File: src/rtl/debug_trap_ctrl_if.sv
// Signal bundle between the pipeline/exception unit and debug_trap_ctrl.
// The master side drives the pipeline status; the slave (the controller) returns the #DB request.
interface debug_trap_ctrl_if;
  logic [31:0] dr7;
  logic        rd_ready;
  logic [3:0]  rd_debug_read;
  logic        wr_done;
  logic [3:0]  wr_debug_write;
  logic        instr_done;
  logic        pipeline_flush;
  logic        exc_ack;
  logic        dbg_trap_req;
  logic [3:0]  dbg_b_hits;
  logic [7:0]  dbg_trap_count;

  modport master (
    output dr7, rd_ready, rd_debug_read, wr_done, wr_debug_write,
           instr_done, pipeline_flush, exc_ack,
    input  dbg_trap_req, dbg_b_hits, dbg_trap_count
  );

  modport slave (
    input  dr7, rd_ready, rd_debug_read, wr_done, wr_debug_write,
           instr_done, pipeline_flush, exc_ack,
    output dbg_trap_req, dbg_b_hits, dbg_trap_count
  );
endinterface

File: src/rtl/debug_trap_ctrl.sv
// Accumulates DR7-enabled data breakpoint hits across one instruction and raises a
// trap-class #DB request with the DR6 B3..B0 bits once that instruction retires.
module debug_trap_ctrl (
  input  logic             clk,
  input  logic             rst_n,
  debug_trap_ctrl_if.slave bus
);

  typedef enum logic [1:0] {
    IDLE,
    ACCUM,
    REQ
  } state_t;

  state_t      state, state_next;
  logic [3:0]  en;
  logic [3:0]  hit;
  logic [3:0]  acc, acc_next;
  logic        trap_req, trap_req_next;
  logic [3:0]  b_hits, b_hits_next;
  logic [7:0]  count, count_next;
  logic        unused_dr7;

  // Only the L/G enable pairs matter here; the rest of DR7 belongs to other units.
  assign unused_dr7 = ^bus.dr7[31:8];

  always_comb begin
    en  = {bus.dr7[7] | bus.dr7[6], bus.dr7[5] | bus.dr7[4],
           bus.dr7[3] | bus.dr7[2], bus.dr7[1] | bus.dr7[0]};
    hit = ((bus.rd_ready ? bus.rd_debug_read  : 4'b0000) |
           (bus.wr_done  ? bus.wr_debug_write : 4'b0000)) & en;
  end

  always_ff @(posedge clk or negedge rst_n) begin
    if (!rst_n) begin
      state    <= IDLE;
      acc      <= '0;
      trap_req <= 1'b0;
      b_hits   <= '0;
      count    <= '0;
    end else begin
      state    <= state_next;
      acc      <= acc_next;
      trap_req <= trap_req_next;
      b_hits   <= b_hits_next;
      count    <= count_next;
    end
  end

  always_comb begin
    state_next = state;
    acc_next   = acc;
    count_next = count;

    case (state)
      IDLE: begin
        // A flush wins over everything, so a hit sampled alongside it is dropped.
        if (!bus.pipeline_flush && (hit != 4'b0000)) begin
          acc_next   = hit;
          state_next = bus.instr_done ? REQ : ACCUM;
        end
      end

      ACCUM: begin
        if (bus.pipeline_flush) begin
          acc_next   = '0;
          state_next = IDLE;
        end else begin
          acc_next = acc | hit;
          if (bus.instr_done) begin
            state_next = REQ;
          end
        end
      end

      REQ: begin
        // The trap belongs to an already-retired instruction: only the ack moves us on.
        if (bus.exc_ack) begin
          acc_next   = '0;
          count_next = count + 8'd1;
          state_next = IDLE;
        end
      end

      default: begin
        acc_next   = '0;
        state_next = IDLE;
      end
    endcase

    // Outputs are registered from the next-state view so the request appears the
    // cycle after retire and drops the cycle after the ack.
    trap_req_next = (state_next == REQ);
    b_hits_next   = trap_req_next ? acc_next : 4'b0000;
  end

  assign bus.dbg_trap_req   = trap_req;
  assign bus.dbg_b_hits     = b_hits;
  assign bus.dbg_trap_count = count;

endmodule

File: src/flat_wrapper.sv
// flat-port wrapper written by rule: the top's interface ports become plain ports
module debug_trap_ctrl_flat 
  (clk, rst_n, bus_dr7, bus_rd_ready, bus_rd_debug_read, bus_wr_done, bus_wr_debug_write, bus_instr_done, bus_pipeline_flush, bus_exc_ack, bus_dbg_trap_req, bus_dbg_b_hits, bus_dbg_trap_count);
  debug_trap_ctrl_if bus_i ();
  input  logic clk;
  input  logic rst_n;
  input wire logic [$bits(bus_i.dr7)-1:0] bus_dr7;
  input wire logic [$bits(bus_i.rd_ready)-1:0] bus_rd_ready;
  input wire logic [$bits(bus_i.rd_debug_read)-1:0] bus_rd_debug_read;
  input wire logic [$bits(bus_i.wr_done)-1:0] bus_wr_done;
  input wire logic [$bits(bus_i.wr_debug_write)-1:0] bus_wr_debug_write;
  input wire logic [$bits(bus_i.instr_done)-1:0] bus_instr_done;
  input wire logic [$bits(bus_i.pipeline_flush)-1:0] bus_pipeline_flush;
  input wire logic [$bits(bus_i.exc_ack)-1:0] bus_exc_ack;
  output wire logic [$bits(bus_i.dbg_trap_req)-1:0] bus_dbg_trap_req;
  output wire logic [$bits(bus_i.dbg_b_hits)-1:0] bus_dbg_b_hits;
  output wire logic [$bits(bus_i.dbg_trap_count)-1:0] bus_dbg_trap_count;
  assign bus_i.dr7 = bus_dr7;
  assign bus_i.rd_ready = bus_rd_ready;
  assign bus_i.rd_debug_read = bus_rd_debug_read;
  assign bus_i.wr_done = bus_wr_done;
  assign bus_i.wr_debug_write = bus_wr_debug_write;
  assign bus_i.instr_done = bus_instr_done;
  assign bus_i.pipeline_flush = bus_pipeline_flush;
  assign bus_i.exc_ack = bus_exc_ack;
  assign bus_dbg_trap_req = bus_i.dbg_trap_req;
  assign bus_dbg_b_hits = bus_i.dbg_b_hits;
  assign bus_dbg_trap_count = bus_i.dbg_trap_count;
  debug_trap_ctrl u_core (.clk(clk), .rst_n(rst_n), .bus(bus_i));
endmodule
File: config.mk
export PLATFORM = sky130hd
export DESIGN_NAME = debug_trap_ctrl_flat
export DESIGN_NICKNAME = d
export VERILOG_FILES = /design/src/rtl/debug_trap_ctrl_if.sv /design/src/rtl/debug_trap_ctrl.sv /design/src/flat_wrapper.sv
export SDC_FILE = /design/constraint.sdc
export NUM_CORES = 1
export LEC_CHECK = 0
export ABC_CLOCK_PERIOD_IN_PS = 1500
export CAP_MARGIN = 10
export CORE_UTILIZATION = 33
export DETAILED_ROUTE_END_ITERATION = 12
export PLACE_DENSITY = 0.75
export REMOVE_ABC_BUFFERS = 1
export SLEW_MARGIN = 20
export SYNTH_ARGS = -nofsm -noshare
export SYNTH_HDL_FRONTEND = slang
export SYNTH_SLANG_ARGS = --single-unit
export TNS_END_PERCENT = 50
File: constraint.sdc
create_clock -name clk -period 1.5 [get_ports clk]
set_clock_uncertainty 0.2 [all_clocks]
set_input_delay 0.225 -clock clk [delete_from_list [all_inputs] [get_ports clk]]
set_output_delay 0.225 -clock clk [all_outputs]
set_load 0.05 [all_outputs]
Word level (Yosys, flattened, before mapping)
Index checks and enable logic that the tools add are counted.
Widths: inputs -> output; s select.

storage, ports and cells
  flip-flop bits (word level) = 19
  output and inout bits = 13

cells by class
  $add $sub $neg = 1
  eq/ne operators = 3
  multiplexer cells = 13
  bitwise gates (word level) = 7
  reduce and logical (&&, ||, !) cells = 5

operators by type and width
  operator             number
  $mux 4               6
  $pmux 4 s3           1
  $mux 2               5
  $add 8x1->8 const B  1
  $or 4x4->4           2
  $pmux 2 s3           1
  $and 4x4->4          1
  $eq 2x2->1 const B   2
  $or 1x1->1           4
  $reduce_bool 4->1    1
  $eq 2x1->1 const B   1
  $logic_not 2->1      1
  $reduce_and 2->1     1
  $logic_and 1x1->1    1
  $logic_not 1->1      1

Depth between registers and ports, before layout
  depth in word-level cells = 9
  gate-level depth with buffers = 5

Worst setup path before layout
No wires, ideal clock.

  kind = register to register
  from = register u_core.count[2] (netlist: u_core.bus.dbg_trap_count[2])
  to = register u_core.count[5] (netlist: u_core.bus.dbg_trap_count[5])
  library setup time = 0.141 ns
  arrival time = 1.242 ns
  slack = -0.083 ns
  stages on the path, launching flop included = 5
  path buffers = 0
  period minus slack after synthesis = 1.583 ns
  cell sequence = dfrtp_1 -> nand3_1 -> nor2_1 -> nand3_1 -> xnor2_1

on the way
  cells in the longest elaborated chain, start to end = 1

RTL lines
  what                    line                   source
  from (decl)             debug_trap_ctrl.sv:21  logic [7:0] count, count_next;
  from (signal assigned)  debug_trap_ctrl.sv:46  count <= count_next;
  $add 8x1->8             debug_trap_ctrl.sv:80  count_next = count + 8'd1;

Every way passes these cells.
A chain may end at the register's enable or synchronous reset.

Final worst setup path
  from = register u_core.state[0]
  to = register u_core.b_hits[0] (netlist: u_core.bus.dbg_b_hits[0])

on the way
  cells in the longest elaborated chain, start to end = 5
  elaborated cells between the ends (all ways) = 11
  those cells by class = eq/ne: 3; mux: 7; reduce/logical: 1

RTL lines
  what                       line                   source
  from (decl)                debug_trap_ctrl.sv:15  state_t state, state_next;
  from (signal assigned)     debug_trap_ctrl.sv:42  state <= state_next;
  $mux 2                     debug_trap_ctrl.sv:70  if (bus.instr_done) begin
  $mux 2                     debug_trap_ctrl.sv:65  if (bus.pipeline_flush) begin
  $pmux 2 s3                 debug_trap_ctrl.sv:55  case (state)
  $eq 2x2->1                 debug_trap_ctrl.sv:93  trap_req_next = (state_next == REQ);
  $mux 4 *                   debug_trap_ctrl.sv:94  b_hits_next = trap_req_next ? acc_next : 4'b0000;
  net u_core.b_hits_next[0]  debug_trap_ctrl.sv:20  logic [3:0] b_hits, b_hits_next;
  to (signal assigned)       debug_trap_ctrl.sv:45  b_hits <= b_hits_next;
  to (decl)                  debug_trap_ctrl.sv:20

Mark *: on every way through the listed nets, which the timed path passes. The rest lies on a longest branch.

==> flow_summary.json <==
{
  "synth_area_leaders": "dfrtp_1, xnor2_1, nand2_1",
  "place_hpwl_mm": 1.965,
  "syn_area_sq_um": 1020,
  "power.density_nw_per_um2": 1166,
  "fmax_ghz": 0.6382,
  "ir_drop_uv": 409.3,
  "hold_buffers": 0,
  "cts_root_buf": "clkbuf_4",
  "wl_per_cell_um": 13.91,
  "ys_warn_count": 0,
  "die_y_um": 57.59,
  "relSlewSlack_pct": 81.06,
  "yosysTopAreaCell": "dfrtp_1",
  "hold_class": "in -> async",
  "utilization_pct": 59.04,
  "clkLatencyLatePin_ns": 0.29,
  "ys_seq_area_share_pct": 46.63,
  "die-area_sq_um": 3317,
  "period_share_pct": 104.5,
  "tightest_slew_ns": 0.2838,
  "violations": "DRC, setup timing",
  "async_flop_share_pct": 100.0,
  "setup.worst_path.class": "reg -> reg",
  "gr-usage-all-layers_pct": 16.08,
  "synth_flop_cell": "dfrtp_1",
  "period_minus_slack_ns": 1.567,
  "postSynthCellCount": 96,
  "fin_hold_ws_ns": 0.05749,
  "fin_area_sq_um": 1684,
  "drtAntennaViolNets": 0,
  "grt_max_degree": 20,
  "dpl.cell_count": 171,
  "avgSynthCellArea_sq_um": 10.62,
  "crit_path_end_kind": "flip-flop",
  "viasPerCell": 5.384,
  "clock_path_buffers": 2,
  "path_clk_slew_ns": 0.11,
  "core_sq_um": 2853,
  "setup_viol": 7,
  "regToRegEndpoint": "u_core.bus.dbg_b_hits[0]$_DFF_PN0_",
  "layout_commonest_cell": "dfrtp_1",
  "drt_first_pass_iters": 8,
  "place_congestion": 0.8117,
  "outcome": "finished with violations",
  "grt_pass1_vias": 981,
  "cp.required_ns": 1.53,
  "hold_viol_final": 0,
  "layout-drive-gt1-share_pct": 34.93,
  "reg2reg_slack_ns": -0.07,
  "diodes": 0,
  "maxSlewViolCount": 0,
  "grt_pass1_wl_mm": 4.105,
  "ys_ff_latch": 19,
  "start_util_pct": 35.75,
  "htreeDepth": 1,
  "drc_errors": 2,
  "final_cells": 177,
  "wl_mm": 2.462,
  "arrival_ns": 1.60,
  "synth_top_area_share_pct": 46.63,
  "startpoint_type": "flip-flop",
  "synth_cell_type_count": 35,
  "die_w_um": 57.59,
  "placed_area_sq_um": 1605,
  "syn2layout_area_growth_pct": 65.15,
  "num_vias": 953,
  "ios": 60,
  "dr.first_iter.drc_count": 25,
  "port_buffers": 35,
  "drv_cap": 0,
  "rsz0062_at_grt": "true",
  "r2r-start": "u_core.state[0]$_DFF_PN0_",
  "clock_sinks": 19,
  "fin_ws_ns": -0.06686,
  "cts_buffers": 3,
  "synth_enable_flop_cells": 0,
  "place_ws_ns": -0.4808,
  "cts_tree": "built",
  "cp_max_fo": 6,
  "overflow": 0,
  "reg2reg_depth": 4,
  "antenna_found_initial": 0,
  "core.rowCount": 19,
  "p_leak_nw": 0.7549,
  "layout_common_cells": "dfrtp_1, clkdlybuf4s50_1, nand2_1",
  "num-nets-final": 195
}
timing repair:
item	in CTS	in global routing
setup endpoints to repair	11	13
hold endpoints to repair	0	0
pin swaps	7	2
setup buffers	1	1
gates resized for setup	13	4
cell type report:
| type | instances | area [sq um] |
|---|---|---|
| Multi-Input combinational cell | 71 | 550.5 |
| Inverter | 3 | 11.26 |
| Tap cell | 31 | 38.79 |
| Clock inverter | 1 | 5.005 |
| Timing Repair Buffer | 49 | 579.3 |
| Sequential cell | 19 | 476.7 |
| Clock buffer | 3 | 22.52 |
| Fill cell | 263 | 1169 |
where the power goes:
part / internal, mW / switching [mW]
Clock: 0.0991 / 0.154
Combinational: 0.492 / 0.481
Sequential: 0.613 / 0.124
worst max-delay path: stages (launching register included):
cell	delay, ns
dfrtp_2	0.48
nor3b_4	0.32
o2bb2a_2	0.27
o31a_1	0.12
a21oi_2	0.12
how the worst max path moves through the flow:
stage | from | endpoint | slack, ns | cells after the start
final | u_core.state[0]$_DFF_PN0_ | u_core.bus.dbg_b_hits[0]$_DFF_PN0_ | -0.07 | 4
after global routing | u_core.state[0]$_DFF_PN0_ | u_core.bus.dbg_b_hits[2]$_DFF_PN0_ | -0.13 | 4
after CTS | u_core.state[0]$_DFF_PN0_ | u_core.bus.dbg_b_hits[0]$_DFF_PN0_ | -0.03 | 4
after detailed placement | bus_rd_ready | u_core.bus.dbg_b_hits[1]$_DFF_PN0_ | -0.48 | 5
after global placement | bus_rd_ready | u_core.bus.dbg_b_hits[2]$_DFF_PN0_ | -0.43 | 5
after floorplan | u_core.bus.dbg_trap_count[2]$_DFFE_PN0P_ | u_core.bus.dbg_trap_count[5]$_DFFE_PN0P_ | -0.08 | 4
cells by family after synthesis:
kind of cell    after synthesis  share of synthesized area [%]
simple gates                 39                          20.86
compound gates               23                          20.98
flops                        19                          46.63
xor+xnor                      8                          6.871
buf+inv                       6                          3.435
fa+ha+maj                     1                          1.227
Yosys cell counts (all sizes together) (2+ instances only):
library cell	count
a21oi	5
a221o	2
a221oi	2
a22o	4
a31oi	3
and3	2
buf	2
dfrtp	19
inv	3
nand2	15
nand3	6
nand3b	2
nand4	4
nor2	3
or2	4
xnor2	7
flip-flops by register name, summed over array words and instances, names as in the netlist:
name                       flops
u_core.acc                     4
u_core.state                   2
u_core.bus.dbg_trap_count      8
u_core.bus.dbg_trap_req        1
u_core.bus.dbg_b_hits          4
layer usage:
metal / vias to the layer above / routed length [um] / part of all wire [%] / GRT usage, %
met2: 41 / 1337 / 54 / 31.06
met1: 460 / 980 / 40 / 16.36
met3: 2 / 135 / 5.5 / 2.721
li1: 450 / - / - / -
met5: - / 0 / 0 / 0
met4: 0 / 8 / 0.32 / 8.014
through the flow:
stage / power [mW] / setup TNS [ns]
2_1_floorplan: 1.180 / -0.2088
3_3_place_gp: 1.662 / -4.671
3_5_place_dp: 1.697 / -5.463
4_1_cts: 1.964 / -0.07548
5_1_grt: 2.069 / -0.6688
6_report: 1.964 / -0.2638
No activity file was read; power rests on OpenSTA's default activity.
==> edit: new RTL, same flow settings <==
Re-encode `state_t` (3 states) as one-hot, 3 bits wide.
--- a/src/rtl/debug_trap_ctrl.sv
+++ b/src/rtl/debug_trap_ctrl.sv
@@ -6,10 +6,10 @@
   debug_trap_ctrl_if.slave bus
 );
 
-  typedef enum logic [1:0] {
-    IDLE,
-    ACCUM,
-    REQ
+  typedef enum logic [2:0] {
+    IDLE  = 3'b001,
+    ACCUM = 3'b010,
+    REQ   = 3'b100
   } state_t;
 
   state_t      state, state_next;
Check against the original RTL: no difference found for any inputs over 10 cycles, from zero or initial values and one cycle with rst_n low; not proved beyond that.
==> edit against the unedited design <==
The flow finishes with violations (setup timing). Via count grew 5.5%. Area after synthesis rose by 4.2%. Power shrank 9.3%. Synthesized cell count down 1.0%. Wire length grew 21%. Setup slack worse by 0.26 ns. Sequential cell count up 1. Design area rose by 18%. Combinational power shrank 19%. Critical path depth did not move. Sequential share of layout area is 2.9 points lower.
==> edit: results (changes against the unedited design) <==
[clocking]
clk_latency_ns=0.31  ; +0.02 ns
cts_buffer_depth=2  ; unchanged
cts_resized=30  ; +17
postCtsSetupBuffers=4  ; +3
numCtsBuffers=3  ; unchanged

[worst_setup_path]
crit_type=reg2reg
path_max_fanout=7  ; +1
max_stage_delay_ns=0.48  ; about the same
r2r_start=u_core.state[2]
cpLargestDelayFamily=simple AND/OR/NAND/NOR gates
slowest_stage=dfrtp_2
cp.arrival_ns=1.84  ; +0.24 ns

[route]
first_pass_iters=4  ; -4
wl_per_cell_microns=15.0  ; +7.9%
num_vias=1005  ; +5.5%
drc_errors=0  ; -2
drt_iter0_drc=25  ; unchanged

[timing]
finalSetupViolCount=19  ; +12
tns_ns=-3.62  ; -3.35 ns
fin_ws_ns=-0.326  ; -0.259 ns
relSlewSlack_pct=70.8  ; -10 points

[global_route]
grt_max_degree=21  ; +5.0%
antenna_found_initial=0  ; unchanged
grt_pass1_vias=1114  ; +14%
grtUsageTotal_pct=19.7  ; +3.7 points
grt_first_pass_wirelength_mm=5.03  ; +23%

[yosys]
synth.area.top_cells=dfrtp_1 (45%), a221oi_2 (5.7%), xnor2_1 (4.9%), a22oi_2 (3.5%), nor2_1 (3.2%)
async_flop_share_pct=100  ; unchanged
synth_seq_area_share_pct=47.2  ; +0.61 points
synth_fa_ha_area_share_pct=1.18  ; -0.049 points
synth_xor_area_share_pct=6.60  ; -0.28 points
synth_cell_types=41  ; +17%
synth_mux_area_share_pct=1.06  ; +1.1 points
synth-compound-area-share_pct=21.2  ; +0.22 points
synth_commonest_cells=dfrtp_1 (19), nor2_1 (9), xnor2_1 (6)

[run_status]
status=finished with violations
violations=setup timing

[pwr]
irDropWorstVdd_mv=0.522  ; +28%
p_int_mw=1.15  ; -4.5%
leakage_nw=0.817  ; +8.2%
powerClk_mw=0.316  ; +24%
seqPwrFrac_pct=38.0  ; +0.5 points
seq_power_mw=0.676  ; -8.3%

[hold_path]
hp-class=in2async

[layout]
largest_reg_flops=8  ; unchanged
finalCoreUtilization_pct=64.9  ; +5.9 points
nNetsFinal=204  ; +4.6%
layout-drive-gt1-share_pct=52.3  ; +17 points
fillCellCount=246  ; -6.5%

[placed_design]
gp_congestion=0.735  ; -9.4%
placed_area_sq_um=1720  ; +7.3%
dp_hpwl_mm=2.10  ; +7.0%
port_buffers=35  ; unchanged

## edit: cell types whose count changed in the layout (fill, tap and decap cells not counted), sizes merged, moves of 4 or more
cell / unedited run / this run
o21ai: 0 / 5
a22o: 4 / 0
nor4: 0 / 4
buf: 27 / 37
nand3: 6 / 2
nand2: 15 / 3
nor2: 3 / 11
## edit: worst paths after layout
check	end	depth (start not counted)	slack [ns]
setup / recovery	u_core.bus.dbg_b_hits[3]	4	-0.33
hold reg to reg	u_core.bus.dbg_trap_count[7]	1	0.35
max in group asynchronous	u_core.state[0]	2	0.81
min in group clk	u_core.state[1]	2	0.33
setup reg to reg	u_core.bus.dbg_b_hits[3]	4	-0.33
hold / removal	u_core.state[1]	2	0.03
## edit: area by class of cell
class / count / share of cell area [%]
multi-input combinational: 70 / 35.5
timing repair buffer: 59 / 34.2
sequential: 20 / 25.4
tap: 44 / 2.78
clock buffer: 4 / 1.83
inverter: 2 / 0.379
## edit: layer usage
layer | track usage, % | up-vias | share of wire [%]
met1 | 23.6 | 493 | 42
met4 | 7.82 | 0 | 2.1
met3 | 4.40 | 9 | 3.5
met2 | 34.3 | 23 | 52
li1 | - | 480 | -
met5 | 0 | - | 0
## edit: per-stage QoR
stage,setup slack [ns],cells
2_1_floorplan,-0.244,91
3_3_place_gp,-0.624,190
3_5_place_dp,-0.724,190
4_1_cts,-0.299,199
5_1_grt,-0.366,199
6_report,-0.326,199
## edit: cells by family after synthesis
kind of cell / Yosys count
AOI/OAI and AO/OA: 25
xor gates and xnor gates: 8
adders and majority gates: 1
buffers and inverters: 6
DFF: 20
muxes: 1
and+or+nand+nor: 34
